==> src/rtl/riscv_pkg.sv <==
// Shared control-path definitions for the multicycle RISC-V core:
// FSM states, opcodes, ALU operation codes and immediate formats.
package riscv_pkg;

    typedef enum logic [3:0] {
        FETCH,
        DECODE,
        MEMADR,
        MEMREAD,
        MEMWB,
        MEMWRITE,
        EXECUTER,
        ALUWB,
        EXECUTEI,
        JAL,
        BEQ
    } state_t;

    localparam logic [6:0] OP_LW  = 7'b0000011;
    localparam logic [6:0] OP_SW  = 7'b0100011;
    localparam logic [6:0] OP_R   = 7'b0110011;
    localparam logic [6:0] OP_I   = 7'b0010011;
    localparam logic [6:0] OP_JAL = 7'b1101111;
    localparam logic [6:0] OP_BEQ = 7'b1100011;

    typedef enum logic [1:0] {
        ALUOP_ADD   = 2'b00,
        ALUOP_SUB   = 2'b01,
        ALUOP_FUNCT = 2'b10
    } aluop_t;

    localparam logic [2:0] ALU_ADD = 3'b000;
    localparam logic [2:0] ALU_SUB = 3'b001;
    localparam logic [2:0] ALU_AND = 3'b010;
    localparam logic [2:0] ALU_OR  = 3'b011;
    localparam logic [2:0] ALU_SLT = 3'b101;

    localparam logic [1:0] IMM_I = 2'b00;
    localparam logic [1:0] IMM_S = 2'b01;
    localparam logic [1:0] IMM_B = 2'b10;
    localparam logic [1:0] IMM_J = 2'b11;

    function automatic logic is_supported(input logic [6:0] op);
        return (op == OP_LW) || (op == OP_SW) || (op == OP_R) ||
               (op == OP_I) || (op == OP_JAL) || (op == OP_BEQ);
    endfunction

endpackage

==> src/rtl/main_fsm_if.sv <==
// Instruction fields and status in, datapath control strobes out.
// The controller takes the master view; the datapath takes the slave view.
interface main_fsm_if;

    logic [6:0] op;
    logic [2:0] funct3;
    logic       funct7b5;
    logic       zero;

    logic [1:0] immsrc;
    logic [1:0] alusrca;
    logic [1:0] alusrcb;
    logic [1:0] resultsrc;
    logic       adrsrc;
    logic [2:0] alucontrol;
    logic       irwrite;
    logic       pcwrite;
    logic       regwrite;
    logic       memwrite;
    logic       retire;

    modport master (
        input  op, funct3, funct7b5, zero,
        output immsrc, alusrca, alusrcb, resultsrc, adrsrc, alucontrol,
               irwrite, pcwrite, regwrite, memwrite, retire
    );

    modport slave (
        output op, funct3, funct7b5, zero,
        input  immsrc, alusrca, alusrcb, resultsrc, adrsrc, alucontrol,
               irwrite, pcwrite, regwrite, memwrite, retire
    );

endinterface

==> src/rtl/main_fsm_alu_dec.sv <==
// ALU decoder: maps the FSM's coarse aluop plus instruction fields onto
// a concrete ALU operation.
module alu_dec
    import riscv_pkg::*;
(
    input  aluop_t     aluop,
    input  logic [2:0] funct3,
    input  logic       op5,
    input  logic       funct7b5,
    output logic [2:0] alucontrol
);

    always_comb begin
        alucontrol = ALU_ADD;
        unique case (aluop)
            ALUOP_ADD: alucontrol = ALU_ADD;
            ALUOP_SUB: alucontrol = ALU_SUB;
            ALUOP_FUNCT: begin
                case (funct3)
                    // Only R-type distinguishes sub; addi never has op[5] set.
                    3'b000:  alucontrol = (op5 & funct7b5) ? ALU_SUB : ALU_ADD;
                    3'b010:  alucontrol = ALU_SLT;
                    3'b110:  alucontrol = ALU_OR;
                    3'b111:  alucontrol = ALU_AND;
                    default: alucontrol = ALU_ADD;
                endcase
            end
            default: alucontrol = ALU_ADD;
        endcase
    end

endmodule

==> src/rtl/main_fsm.sv <==
// Multicycle RISC-V main controller: Moore FSM sequencing fetch, decode,
// execute and writeback, plus the immediate-format decode.
module main_fsm
    import riscv_pkg::*;
(
    input  logic          clk,
    input  logic          reset,
    main_fsm_if.master    bus
);

    state_t     state;
    state_t     next_state;
    aluop_t     aluop;
    logic       pcupdate;
    logic       branch;
    logic [1:0] immsrc;
    logic [1:0] alusrca;
    logic [1:0] alusrcb;
    logic [1:0] resultsrc;
    logic       adrsrc;
    logic       irwrite;
    logic       regwrite;
    logic       memwrite;
    logic       retire;

    // NOTE: state is updated with <= so every flop samples pre-edge values.
    always_ff @(posedge clk) begin
        if (reset) state <= FETCH;
        else       state <= next_state;
    end

    always_comb begin
        next_state = state;
        unique case (state)
            FETCH: next_state = DECODE;
            DECODE: begin
                case (bus.op)
                    OP_LW, OP_SW: next_state = MEMADR;
                    OP_R:         next_state = EXECUTER;
                    OP_I:         next_state = EXECUTEI;
                    OP_JAL:       next_state = JAL;
                    OP_BEQ:       next_state = BEQ;
                    default:      next_state = FETCH;
                endcase
            end
            MEMADR:   next_state = (bus.op == OP_LW) ? MEMREAD : MEMWRITE;
            MEMREAD:  next_state = MEMWB;
            EXECUTER, EXECUTEI, JAL: next_state = ALUWB;
            MEMWB, MEMWRITE, ALUWB, BEQ: next_state = FETCH;
            default:  next_state = FETCH;
        endcase
    end

    always_comb begin
        // NOTE: every output gets a default first so no path through the case infers a latch.
        alusrca   = 2'b00;
        alusrcb   = 2'b00;
        resultsrc = 2'b00;
        adrsrc    = 1'b0;
        irwrite   = 1'b0;
        regwrite  = 1'b0;
        memwrite  = 1'b0;
        retire    = 1'b0;
        pcupdate  = 1'b0;
        branch    = 1'b0;
        aluop     = ALUOP_ADD;
        if (reset) begin
            // Datapath muxes sit at their FETCH setting; all write strobes stay quiet.
            alusrcb   = 2'b10;
            resultsrc = 2'b10;
        end else begin
            unique case (state)
                FETCH: begin
                    irwrite   = 1'b1;
                    pcupdate  = 1'b1;
                    alusrcb   = 2'b10;
                    resultsrc = 2'b10;
                end
                DECODE: begin
                    alusrca = 2'b01;
                    alusrcb = 2'b01;
                    retire  = !is_supported(bus.op);
                end
                MEMADR: begin
                    alusrca = 2'b10;
                    alusrcb = 2'b01;
                end
                MEMREAD: adrsrc = 1'b1;
                MEMWB: begin
                    resultsrc = 2'b01;
                    regwrite  = 1'b1;
                    retire    = 1'b1;
                end
                MEMWRITE: begin
                    adrsrc   = 1'b1;
                    memwrite = 1'b1;
                    retire   = 1'b1;
                end
                EXECUTER: begin
                    alusrca = 2'b10;
                    aluop   = ALUOP_FUNCT;
                end
                EXECUTEI: begin
                    alusrca = 2'b10;
                    alusrcb = 2'b01;
                    aluop   = ALUOP_FUNCT;
                end
                JAL: begin
                    alusrca  = 2'b01;
                    alusrcb  = 2'b10;
                    pcupdate = 1'b1;
                end
                ALUWB: begin
                    regwrite = 1'b1;
                    retire   = 1'b1;
                end
                BEQ: begin
                    alusrca = 2'b10;
                    aluop   = ALUOP_SUB;
                    branch  = 1'b1;
                    retire  = 1'b1;
                end
                default: ;
            endcase
        end
    end

    always_comb begin
        case (bus.op)
            OP_SW:   immsrc = IMM_S;
            OP_BEQ:  immsrc = IMM_B;
            OP_JAL:  immsrc = IMM_J;
            default: immsrc = IMM_I;
        endcase
    end

    alu_dec u_alu_dec (
        .aluop      (aluop),
        .funct3     (bus.funct3),
        .op5        (bus.op[5]),
        .funct7b5   (bus.funct7b5),
        .alucontrol (bus.alucontrol)
    );

    assign bus.immsrc    = immsrc;
    assign bus.alusrca   = alusrca;
    assign bus.alusrcb   = alusrcb;
    assign bus.resultsrc = resultsrc;
    assign bus.adrsrc    = adrsrc;
    assign bus.irwrite   = irwrite;
    assign bus.pcwrite   = pcupdate | (branch & bus.zero);
    assign bus.regwrite  = regwrite;
    assign bus.memwrite  = memwrite;
    assign bus.retire    = retire;

endmodule

==> src/flat_wrapper.sv <==
// flat-port wrapper written by rule: the top's interface ports become plain ports
module main_fsm_flat import riscv_pkg::*;
  (clk, reset, bus_op, bus_funct3, bus_funct7b5, bus_zero, bus_immsrc, bus_alusrca, bus_alusrcb, bus_resultsrc, bus_adrsrc, bus_alucontrol, bus_irwrite, bus_pcwrite, bus_regwrite, bus_memwrite, bus_retire);
  main_fsm_if bus_i ();
  input  logic clk;
  input  logic reset;
  input wire logic [$bits(bus_i.op)-1:0] bus_op;
  input wire logic [$bits(bus_i.funct3)-1:0] bus_funct3;
  input wire logic [$bits(bus_i.funct7b5)-1:0] bus_funct7b5;
  input wire logic [$bits(bus_i.zero)-1:0] bus_zero;
  output wire logic [$bits(bus_i.immsrc)-1:0] bus_immsrc;
  output wire logic [$bits(bus_i.alusrca)-1:0] bus_alusrca;
  output wire logic [$bits(bus_i.alusrcb)-1:0] bus_alusrcb;
  output wire logic [$bits(bus_i.resultsrc)-1:0] bus_resultsrc;
  output wire logic [$bits(bus_i.adrsrc)-1:0] bus_adrsrc;
  output wire logic [$bits(bus_i.alucontrol)-1:0] bus_alucontrol;
  output wire logic [$bits(bus_i.irwrite)-1:0] bus_irwrite;
  output wire logic [$bits(bus_i.pcwrite)-1:0] bus_pcwrite;
  output wire logic [$bits(bus_i.regwrite)-1:0] bus_regwrite;
  output wire logic [$bits(bus_i.memwrite)-1:0] bus_memwrite;
  output wire logic [$bits(bus_i.retire)-1:0] bus_retire;
  assign bus_i.op = bus_op;
  assign bus_i.funct3 = bus_funct3;
  assign bus_i.funct7b5 = bus_funct7b5;
  assign bus_i.zero = bus_zero;
  assign bus_immsrc = bus_i.immsrc;
  assign bus_alusrca = bus_i.alusrca;
  assign bus_alusrcb = bus_i.alusrcb;
  assign bus_resultsrc = bus_i.resultsrc;
  assign bus_adrsrc = bus_i.adrsrc;
  assign bus_alucontrol = bus_i.alucontrol;
  assign bus_irwrite = bus_i.irwrite;
  assign bus_pcwrite = bus_i.pcwrite;
  assign bus_regwrite = bus_i.regwrite;
  assign bus_memwrite = bus_i.memwrite;
  assign bus_retire = bus_i.retire;
  main_fsm u_core (.clk(clk), .reset(reset), .bus(bus_i));
endmodule
==> config.mk <==
export PLATFORM = sky130hd
export DESIGN_NAME = main_fsm_flat
export DESIGN_NICKNAME = d
export VERILOG_FILES = /design/src/rtl/riscv_pkg.sv /design/src/rtl/main_fsm_if.sv /design/src/rtl/main_fsm_alu_dec.sv /design/src/rtl/main_fsm.sv /design/src/flat_wrapper.sv
export SDC_FILE = /design/constraint.sdc
export NUM_CORES = 1
export LEC_CHECK = 0
export BUFFER_PORTS_ARGS = -buffer_cell sky130_fd_sc_hd__buf_2
export CAP_MARGIN = 40
export CORE_MARGIN = 3
export CORE_UTILIZATION = 40
export DETAILED_ROUTE_END_ITERATION = 8
export GPL_ROUTABILITY_DRIVEN = 1
export PLACE_DENSITY = 0.85
export SLEW_MARGIN = 40
export SYNTH_ARGS = -nofsm -noshare
export SYNTH_HDL_FRONTEND = slang
export SYNTH_HIERARCHICAL = 1
export SYNTH_SLANG_ARGS = --single-unit
export TNS_END_PERCENT = 10
==> constraint.sdc <==
create_clock -name clk -period 1.6 [get_ports clk]
set_input_delay 0.16 -clock clk [delete_from_list [all_inputs] [get_ports clk]]
set_output_delay 0.16 -clock clk [all_outputs]
set_load 0.02 [all_outputs]
# Yosys cells after proc, flatten, opt, wreduce, memory -nomap -nowiden
# Index checks and enable logic that the tools add are counted.
op_classes:
  n_addsub: 0
  multipliers: 0
  div_mod_pow: 0
  order_cmp: 0
  eq_ne: 21
  n_shift: 0
  mux: 29
  bitwise_logic: 3
  n_reduce_logical: 18
op_table:
  columns: ["op", "count"]
  rows:
  - ["4-bit case mux with 5 select lines", 2]
  - ["4-bit by 3-bit == test with 1-bit output (second input constant)", 4]
  - ["2-bit case mux with 2 select lines", 4]
  - ["7-bit by 6-bit == test with 1-bit output (second input constant)", 2]
  - ["7-bit == test (second input constant)", 2]
  - ["1-bit two-way mux", 14]
  - ["4-bit == test (second input constant)", 3]
  - ["3-bit case mux with 4 select lines", 1]
  - ["2-bit OR reduction", 6]
  - ["4-bit by 2-bit == test with 1-bit output (second input constant)", 2]
  - ["2-bit two-way mux", 4]
  - ["4-bit OR reduction", 2]
  - ["7-bit by 2-bit == test with 1-bit output (second input constant)", 1]
  - ["7-bit by 5-bit == test with 1-bit output (second input constant)", 1]
  - ["3-bit == test (second input constant)", 2]
  - ["2-bit case mux with 3 select lines", 1]
  - ["3-bit case mux with 2 select lines", 1]
  - ["3-bit OR reduction", 2]
  - ["1-bit logical OR", 5]
  - ["4-bit by 1-bit == test with 1-bit output (second input constant)", 1]
  - ["4-bit zero test", 1]
  - ["3-bit by 2-bit == test with 1-bit output (second input constant)", 1]
  - ["3-bit zero test", 1]
  - ["3-bit two-way mux", 1]
  - ["6 further kinds", 7]
word_totals:
  register_bits: 4
  latchBits: 0
  ramBits: 0
  rom_bits: 0
  out_inout_bits: 17
  memories: 0

# Logic depth before layout (Yosys ltp)
# Gate-level depths: netlist (run 1).
depth:
  depth_word: 9
  depth_mapped: 8
  depth_no_buf: 8

# By module
# Netlist (run 1), hierarchy kept.
by_module_without_submodules:
  columns: ["module", "n_inst", "cells_each", "area_each_um2", "seq_area_each_um2"]
  rows:
  - ["main_fsm", 1, 77, 524.3, 80.1]
  - ["alu_dec", 1, 11, 96.3, 0.0]

# Worst setup path after synthesis (run 1)
# Ideal clock, no wire load.
synth_path:
  path_type: "reg-to-output"
  startpoint: "reg u_core.state[1]"
  endpoint: "out bus_alucontrol[2]"
  arrival_ns: 2.039
  path_slack_ns: -0.599
  stages_incl_launch_ff: 7
  path_cell_list: "dfxtp_1 clkbuf_2 buf_2 o22a_1 nor3_1 ha_1 nor4b_1"
synth_via:
  elab_chain_cells: 6
  elab_cells_between_ends: 9
  classes_between: "eq/ne: 5; mux: 3; reduce/logical: 1"
synth_rtl:
  columns: ["element", "line_no", "text"]
  rows:
  - ["start: declaration", "main_fsm.sv:11", "state_t state;"]
  - ["start signal: assignment", "main_fsm.sv:29", "else state <= next_state;"]
  - ["4-bit by 3-bit == test with 1-bit output / 4-bit == test (equally long branches)", "main_fsm.sv:72", "unique case (state)"]
  - ["2-bit OR reduction (no line)", null, null]
  - ["2-bit case mux with 2 select lines *", "main_fsm.sv:72", null]
  - ["2-bit two-way mux *", "main_fsm.sv:67", "if (reset) begin"]
  - ["named net u_core.aluop[1]", "main_fsm.sv:13", "aluop_t aluop;"]
  - ["2-bit == test / 2-bit by 1-bit == test with 1-bit output (equally long branches)", "main_fsm_alu_dec.sv:15", "unique case (aluop)"]
  - ["3-bit case mux with 2 select lines *", "main_fsm_alu_dec.sv:15", null]
  - ["end: declaration", "flat_wrapper.sv:16", "output wire logic [$bits(bus_i.alucontrol)-1:0] bus_alucontrol;"]
# The timed path passes the listed nets; every way through them passes the cells marked *.

# Final worst setup path (run 1)
layout_path:
  startpoint: "reg u_core.state[2]"
  endpoint: "out bus_alucontrol[2]"
# The elaborated chain is that of the path after synthesis.

==> results by group, run 1 <==
Status
  • Status: finished with violations
  • Failing checks: setup timing

Worst setup path
  • Data arrival, critical path: roughly 1.8 ns
  • CP Class: reg2out
  • Bufs and invs on worst path: 3
  • Startpoint type of the worst setup path: register
  • Required time of the critical path: about 1.4 ns
  • Critical path depth in cells: 8
  • RR Startpoint: u_core/state[2]
  • Reg2Reg Setup Slack: ~0.19 ns
  • Worst path cell trace: inv_2, buf_6, o22a_1, nor3_4, ha_4, nand2b_4, nor4b_4, buf_4
  • CP Launch Point: u_core/state[2]
  • Element type at the critical path end: output pin
  • RR Endpoint: u_core/state[2]
  • Delay-heaviest family, CP: simple AND/OR/NAND/NOR gates
  • Critical path destination: bus_alucontrol[2]
  • Critical path peak fanout: 2
  • Max stage delay on crit path: about 0.34 ns
  • R2R cell count: 6
  • Critical-path top delay cell: dfxtp_2

Synthesis
  • Yosys Warn Count: 6
  • Post-synth EDFFs: 0
  • Avg Cell Area, Syn: slightly above 7 sq um
  • Main flop type after synthesis: dfxtp_1
  • Register area share after synthesis: between 10% and 20%
  • FF+latch count, synth: 4
  • Async SR Flop Fraction: 0%
  • Number of library cell types mapped by synthesis: 38
  • Cell area after synthesis: ~620 sq um
  • Synthesized instance count: a little under 90
  • Mapped Nets: approximately 100

Detailed routing
  • Met3 wire length: approximately 120 um
  • Post-Route WL: 2400 um
  • Max Used Layer: met4
  • Routed wl met2: about 1200 um
  • DRT met1 WL: 1000 um
  • Wire per inst: roughly 16 um
  • Vias per inst: 6.06
  • First-pass DRT Iterations: 4
  • Vias after detailed routing: 885
  • Post-route ant nets: 0
  • Drt initial violations: 8
  • # DRC: 0

Pwr
  • Combinational share of power: between 30 and 40%
  • Sequential Power Share: 27.2%
  • Clock power frac: between 30% and 40%
  • VDD IR max: about 0.00032 V
  • Power consumption: 0.382 mW
  • Sw Pwr: roughly 0.13 mW
  • Pwr per Cell Area: ~370 mW/mm^2
  • Int Pwr: between 0.2 and 0.25 mW
  • Switching share of power: 34.5%
  • Leakage dissipation: between 0.4 and 0.5 nW

Cells and area
  • Fin area: 0.00104 sq mm
  • Final #Nets: roughly 150
  • Max FFs per register: 4
  • Post-layout util: 75.4%
  • Antenna Cells: 0
  • Most flop-heavy register: u_core/state
  • Largest regs: u_core/state x4
  • Area Overhead vs Synth: 67.9%
  • Layout cell share with drive strength beyond 1: a little under three fifths

Clock network
  • Clock slew at reported path FFs: around 0.040 ns
  • CTS root buffer: clkbuf_4
  • Skew-Pair Late Insertion Delay: around 0.24 ns
  • H-tree levels: 1
  • CTS buffer count: 3
  • CTS tree: done
  • CTS Hold Bufs: 0
  • Clk sinks: 4
  • CTS Buffer Depth: 2

Timing
  • Final WS setup: -0.390 ns
  • Final Hold Viols: 0
  • Slew Limit Fails: 0
  • Period utilisation layout: 124%
  • Slew headroom: between 70% and 80%
  • Worst slew pin tran: ~0.31 ns
  • Tmin final: between 1.5 and 2 ns
  • Achievable clock frequency: 503 MHz
  • WHS: between 0.2 and 0.25 ns
  • Endpoints failing setup: 7
  • Clk_skew: 0.000527 ns
  • RSZ-0062 raised after global routing: true

Placed design
  • Setup WS pre-CTS: -0.264 ns
  • Port buffer count: 30
  • DP HPWL: ~1600 um
  • Gpl congestion: ~0.84
  • Dpl cell area: roughly 900 sq um

Die
  • Core area: roughly 0.0014 sq mm
  • Die width: ~45 um
  • # rows: 13
  • Io pins: 31
  • Die area: 0.00206 sq mm
  • Initial core utilization: around 45%
  • Die Span Y: about 45 um

Global routing
  • Largest net degree at the start of global routing: 16
  • Number of global-route vias before repair: ~830
  • Global route overflow: 0
  • All-Layer GR Usage: around 26%
  • Initial antenna violation count: 0
  • First-pass GRT wire length: about 3800 um

Hold path
  • Hold Crit Class: in2reg

Job
  • Max Cap Viol: 0
[metal layers]
metal,track usage [%],up-vias
li1,-,413
met4,16.4,0
met5,0,-
met2,43.5,42
met3,4.74,6
met1,29.9,424
[cell type report]
| cell class | count | area [sq um] |
|---|---|---|
| multi-input cells | 71 | 581 |
| clock buffers | 3 | 22.5 |
| inverters | 7 | 26.3 |
| well taps | 15 | 18.8 |
| flip-flops and latches | 4 | 86.3 |
| fillers | 113 | 340 |
| repair buffers | 46 | 308 |
[how the worst min path moves through the flow]
stage                    from              end  cells after the start
CTS                 bus_op[4]  u_core/state[3]                      3
finish              bus_op[4]  u_core/state[3]                      3
global route        bus_op[4]  u_core/state[3]                      3
detailed placement  bus_op[4]  u_core/state[3]                      3
floorplan               reset  u_core/state[3]                      1
global placement    bus_op[4]  u_core/state[3]                      3
[worst register-to-register path: cells and delay by family, from the launching register on]
kind | cells | cell delay (ns)
flops | 1 | 0.33
buf+inv | 2 | 0.27
simple gates | 1 | 0.28
compound gates | 3 | 0.44
[repair_timing]
| action | CTS | global route |
|---|---|---|
| pin swaps | 6 | 1 |
| endpoints found under the setup margin | 6 | 10 |
| buffers inserted | 2 | 0 |
| gates resized for setup | 19 | 11 |
[cells by family (layout without fill, tap and decap cells)]
kind of cell / Yosys count / count (layout) / share of synthesized area [%]
xor+xnor: 3 / 3 / 4.23
flops: 4 / 4 / 12.9
buf+inv: 13 / 56 / 8.87
fa+ha+maj: 2 / 2 / 4.03
compound gates: 23 / 23 / 27.4
simple gates: 43 / 43 / 42.5
[placed cells by master, fill, tap and decap left out, drive strengths merged]
cell,synthesis,final
o21ai,3,3
nand3b,1,1
xnor2,1,1
a311oi,1,1
dfxtp,4,4
a31oi,2,2
and3,1,1
nor3,7,7
nand2b,6,6
buf,4,46
nand2,4,4
a21oi,6,6
a2111oi,1,1
o22a,2,2
or2,1,1
inv,7,7
nor2,8,8
nor4,2,2
nand3,3,3
xor2,2,2
and4b,3,3
a211oi,2,2
and3b,1,1
ha,2,2
o31ai,2,2
nor4b,1,1
o211ai,1,1
o41ai,1,1
and4bb,1,1
a221oi,1,1
a21bo,1,1
clkbuf,2,3
nor2b,3,3
nand4,1,1
[power by group through the flow]
stage                     sequential, mW  clock (mW)  combinational [mW]
after global placement             0.106           0               0.129
after detailed placement           0.106           0               0.134
after floorplan                    0.107           0              0.0740
final                              0.104       0.127               0.150
after CTS                          0.105       0.132               0.139
after global routing               0.104       0.141               0.163
[metrics by stage]
step	std cells	setup TNS, ns
CTS	146	-1.39
global placement	141	-0.517
global route	146	-1.87
finish	146	-1.32
detailed placement	141	-0.748
floorplan	88	-0.534
[synthesized netlist by cell type, types with 3 or more instances]
cell	count	share of area, %
a21oi_1	6	4.8
nand2b_1	5	5.0
nor3_1	7	5.6
dfxtp_1	4	13
nand2_1	4	2.4
o21ai_0	3	2.4
nor2b_1	3	3.0
buf_2	4	3.2
nor2_1	8	4.8
inv_1	7	4.2
No activity file was read; power rests on OpenSTA's default activity.
==> run 2, diff against run 1 <==
--- a/config.mk
+++ b/config.mk
@@ -5,10 +5,11 @@
 export SDC_FILE = /design/constraint.sdc
 export NUM_CORES = 1
 export LEC_CHECK = 0
+export ABC_AREA = 1
 export BUFFER_PORTS_ARGS = -buffer_cell sky130_fd_sc_hd__buf_2
 export CAP_MARGIN = 40
 export CORE_MARGIN = 3
-export CORE_UTILIZATION = 40
+export CORE_UTILIZATION = 39
 export DETAILED_ROUTE_END_ITERATION = 8
 export GPL_ROUTABILITY_DRIVEN = 1
 export PLACE_DENSITY = 0.85
==> run 2 against run 1 <==
The flow still finishes with violations (setup timing). Sequential power hardly changed. Critical endpoint unchanged. Clock power decreased by 4%. Sequential share of layout area increased by 0.53 points. Critical path depth is 3 higher. Area after synthesis is 4.8% lower.
==> results by group, run 2 <==
Die
  • Die width: 44.9 um (-1.0%)
  • Initial core utilization: 43.2% (-1.7 points)
  • Core area: 0.00137 sq mm (-1.2%)
  • Die area: 0.00202 sq mm (-2.1%)
  • # rows: 13 (unchanged)
  • Die Span Y: 44.9 um (-1.0%)
  • Io pins: 31 (unchanged)

Cells and area
  • Largest regs: u_core/state x4
  • Final Non-Filler Cells: 179 (+23%)
  • Area Overhead vs Synth: 68.2%
  • Fillers: 106 (-6.2%)
  • Most flop-heavy register: u_core/state
  • Multi-input gate area: 473 sq um (-19%)
  • Register Area: 87.6 sq um (+1.4%)
  • Antenna Cells: 0 (unchanged)
  • Most common library cell in the layout ignoring fill and taps: nand2_1
  • Most frequent cells in the layout: nand2_1, buf_2, buf_4, inv_1, nor2_1
  • Post-layout util: 72.7% (-2.7 points)
  • Max FFs per register: 4 (unchanged)
  • Fin area: 993 sq um (-4.7%)
  • Layout cell share with drive strength beyond 1: 48.8% (-6.9 points)
  • Final #Nets: 182 (+22%)

Worst setup path
  • Data arrival, critical path: 1.84 ns (about the same)
  • Reg2Reg Setup Slack: 0.34 ns (+0.15 ns)
  • Critical path depth in cells: 11 (+3)
  • R2R cell count: 8 (+2)
  • Max stage delay on crit path: 0.31 ns (-0.03 ns)
  • Most frequent CP cell: nor2_4
  • Worst path cell trace: buf_4, nor2_4, nand2_2, nand2_2, inv_2, nor2_4, ha_4, inv_2, nand4_1, nor2_4, buf_6
  • Required time of the critical path: 1.44 ns (about the same)
  • Startpoint type of the worst setup path: register
  • Critical path peak fanout: 2 (unchanged)
  • CP Class: reg2out
  • Critical-path top delay cell: dfxtp_2
  • Delay-heaviest family, CP: simple AND/OR/NAND/NOR gates
  • Bufs and invs on worst path: 4 (+1)
  • Element type at the critical path end: output pin

Synthesis
  • Main flop type after synthesis: dfxtp_1
  • Mapped Nets: 132 (+27%)
  • Top-area cell type share of the netlist area: 17.8% (+4.9 points)
  • Async SR Flop Fraction: 0% (unchanged)
  • Number of library cell types mapped by synthesis: 19 (-50%)
  • Avg Cell Area, Syn: 5.09 sq um (-28%)
  • Synthesized instance count: 116 (+32%)
  • Post-synth EDFFs: 0 (unchanged)
  • Top cells by area, synth: nand2_1, inv_1, nor2_1
  • Yosys Warn Count: 6 (unchanged)
  • Cell area after synthesis: 591 sq um (-4.8%)
  • FF+latch count, synth: 4 (unchanged)
  • Top post-synthesis cells by count: nand2_1, inv_1, nor2_1
  • Register area share after synthesis: 13.6% (+0.66 points)
  • Yosys top cell by area: nand2_1
  • Count leader, synth: nand2_1

Detailed routing
  • Post-Route WL: 2250 um (-6.3%)
  • Drt initial violations: 34 (+26)
  • First-pass DRT Iterations: 4 (unchanged)
  • Vias per inst: 4.95 (-18%)
  • Wire per inst: 12.5 um (-24%)
  • Vias after detailed routing: 886 (+0.11%)
  • Post-route ant nets: 0 (unchanged)
  • # DRC: 0 (unchanged)

Job
  • Max Cap Viol: 0 (unchanged)

Timing
  • Period utilisation layout: 125% (+0.48 points)
  • Clk_skew: 0.00310 ns (+0.00258 ns)
  • Tmin final: 2.00 ns (+0.00776 ns)
  • Slew headroom: 80.4% (+1.1 points)
  • Worst slew pin tran: 0.292 ns (-0.0166 ns)
  • RSZ-0062 raised after global routing: true
  • Final Hold Viols: 0 (unchanged)
  • Slew Limit Fails: 0 (unchanged)
  • Achievable clock frequency: 501 MHz (-0.39%)
  • Endpoints failing setup: 6 (-1)
  • Final WS setup: -0.398 ns (-0.00776 ns)

Clock network
  • H-tree levels: 1 (unchanged)
  • Clock slew at reported path FFs: 0.04 ns (about the same)
  • Clk sinks: 4 (unchanged)
  • CTS tree: done
  • CTS root buffer: clkbuf_4
  • CTS buffer count: 3 (unchanged)
  • CTS Hold Bufs: 0 (unchanged)
  • CTS Buffer Depth: 2 (unchanged)
  • Skew-Pair Late Insertion Delay: 0.23 ns (about the same)

Placed design
  • Gpl congestion: 0.909 (+8.2%)
  • DP HPWL: 1450 um (-11%)
  • DP Cell Count: 168 (+19%)
  • Dpl cell area: 846 sq um (-5.7%)
  • Port buffer count: 30 (unchanged)

Global routing
  • Initial antenna violation count: 0 (unchanged)
  • Number of global-route vias before repair: 818 (-1.7%)
  • First-pass GRT wire length: 3360 um (-12%)
  • All-Layer GR Usage: 22.0% (-4.0 points)
  • Largest net degree at the start of global routing: 11 (-5)
  • Global route overflow: 0 (unchanged)

Status
  • Failing checks: setup timing
  • Status: finished with violations

Hold path
  • Hold Crit Depth: 5 (+2)
  • Hold Crit Class: in2reg

Pwr
  • Pwr per Cell Area: 367 mW/mm^2 (+0.33%)
  • VDD IR max: 0.000242 V (-25%)
  • Leakage dissipation: 0.584 nW (+22%)
  • Power consumption: 0.365 mW (-4.4%)
[run 2: cell types whose count changed after synthesis, sizes merged, moves of 3 or more]
cell    change
nor2       +20
nand3       +5
nor2b       -3
nand2      +27
and4b       -3
inv        +19
buf         -4
nand2b      -6
nor3        -3
[run 2: power breakdown]
group          switching [mW]  total [mW]  internal (mW)
clock network          0.0382       0.122         0.0837
registers             0.00277       0.105          0.102
logic                  0.0842       0.138         0.0542
total                   0.125       0.365          0.240
[run 2: final cells by class]
type,instances,share of cell area [%]
Multi-Input combinational cell,85,47.6
Timing Repair Buffer,46,29.6
Inverter,26,9.82
Sequential cell,4,8.82
Clock buffer,3,2.27
Tap cell,15,1.89
[run 2: worst min-delay path, cell delays in order]
cell	delay [ns]
buf_2	0.11
nand2_1	0.05
nor2_1	0.04
nand3_1	0.08
a31oi_1	0.08
[run 2: final timing paths]
kind                         from                 to
hold reg to reg   u_core/state[2]    u_core/state[0]
hold / removal          bus_op[3]    u_core/state[0]
setup / recovery  u_core/state[3]  bus_alucontrol[2]
setup reg to reg  u_core/state[3]    u_core/state[1]
[run 2: cell families after synthesis]
| logic type | synth area share [%] |
|---|---|
| and+or+nand+nor | 56.8 |
| DFF | 13.6 |
| adders and majority gates | 4.24 |
| AOI/OAI and AO/OA | 8.26 |
| buffers and inverters | 17.2 |
[run 2: stage by stage]
step / hold slack [ns] / setup slack, ns / setup TNS, ns
after detailed placement: 0.562 / -0.284 / -0.720
after global routing: 0.372 / -0.520 / -2.35
after global placement: 0.559 / -0.146 / -0.313
after CTS: 0.316 / -0.344 / -1.31
after floorplan: 0.319 / -0.0473 / -0.0660
final: 0.340 / -0.398 / -1.51
[run 2: what timing repair did]
item                                    CTS  global route
endpoints found under the setup margin    5             9
pin swaps                                 7             3
gates resized for setup                  14             7
buffers inserted                          8             0
[run 2: layer usage]
metal  vias to the layer above  GRT usage, %  wire length [um]
met5                         -             0                 0
met4                         0          9.94                38
met3                         4          1.59               135
met2                        38          40.7              1150
met1                       395          25.5               925
li1                        449             -                 -
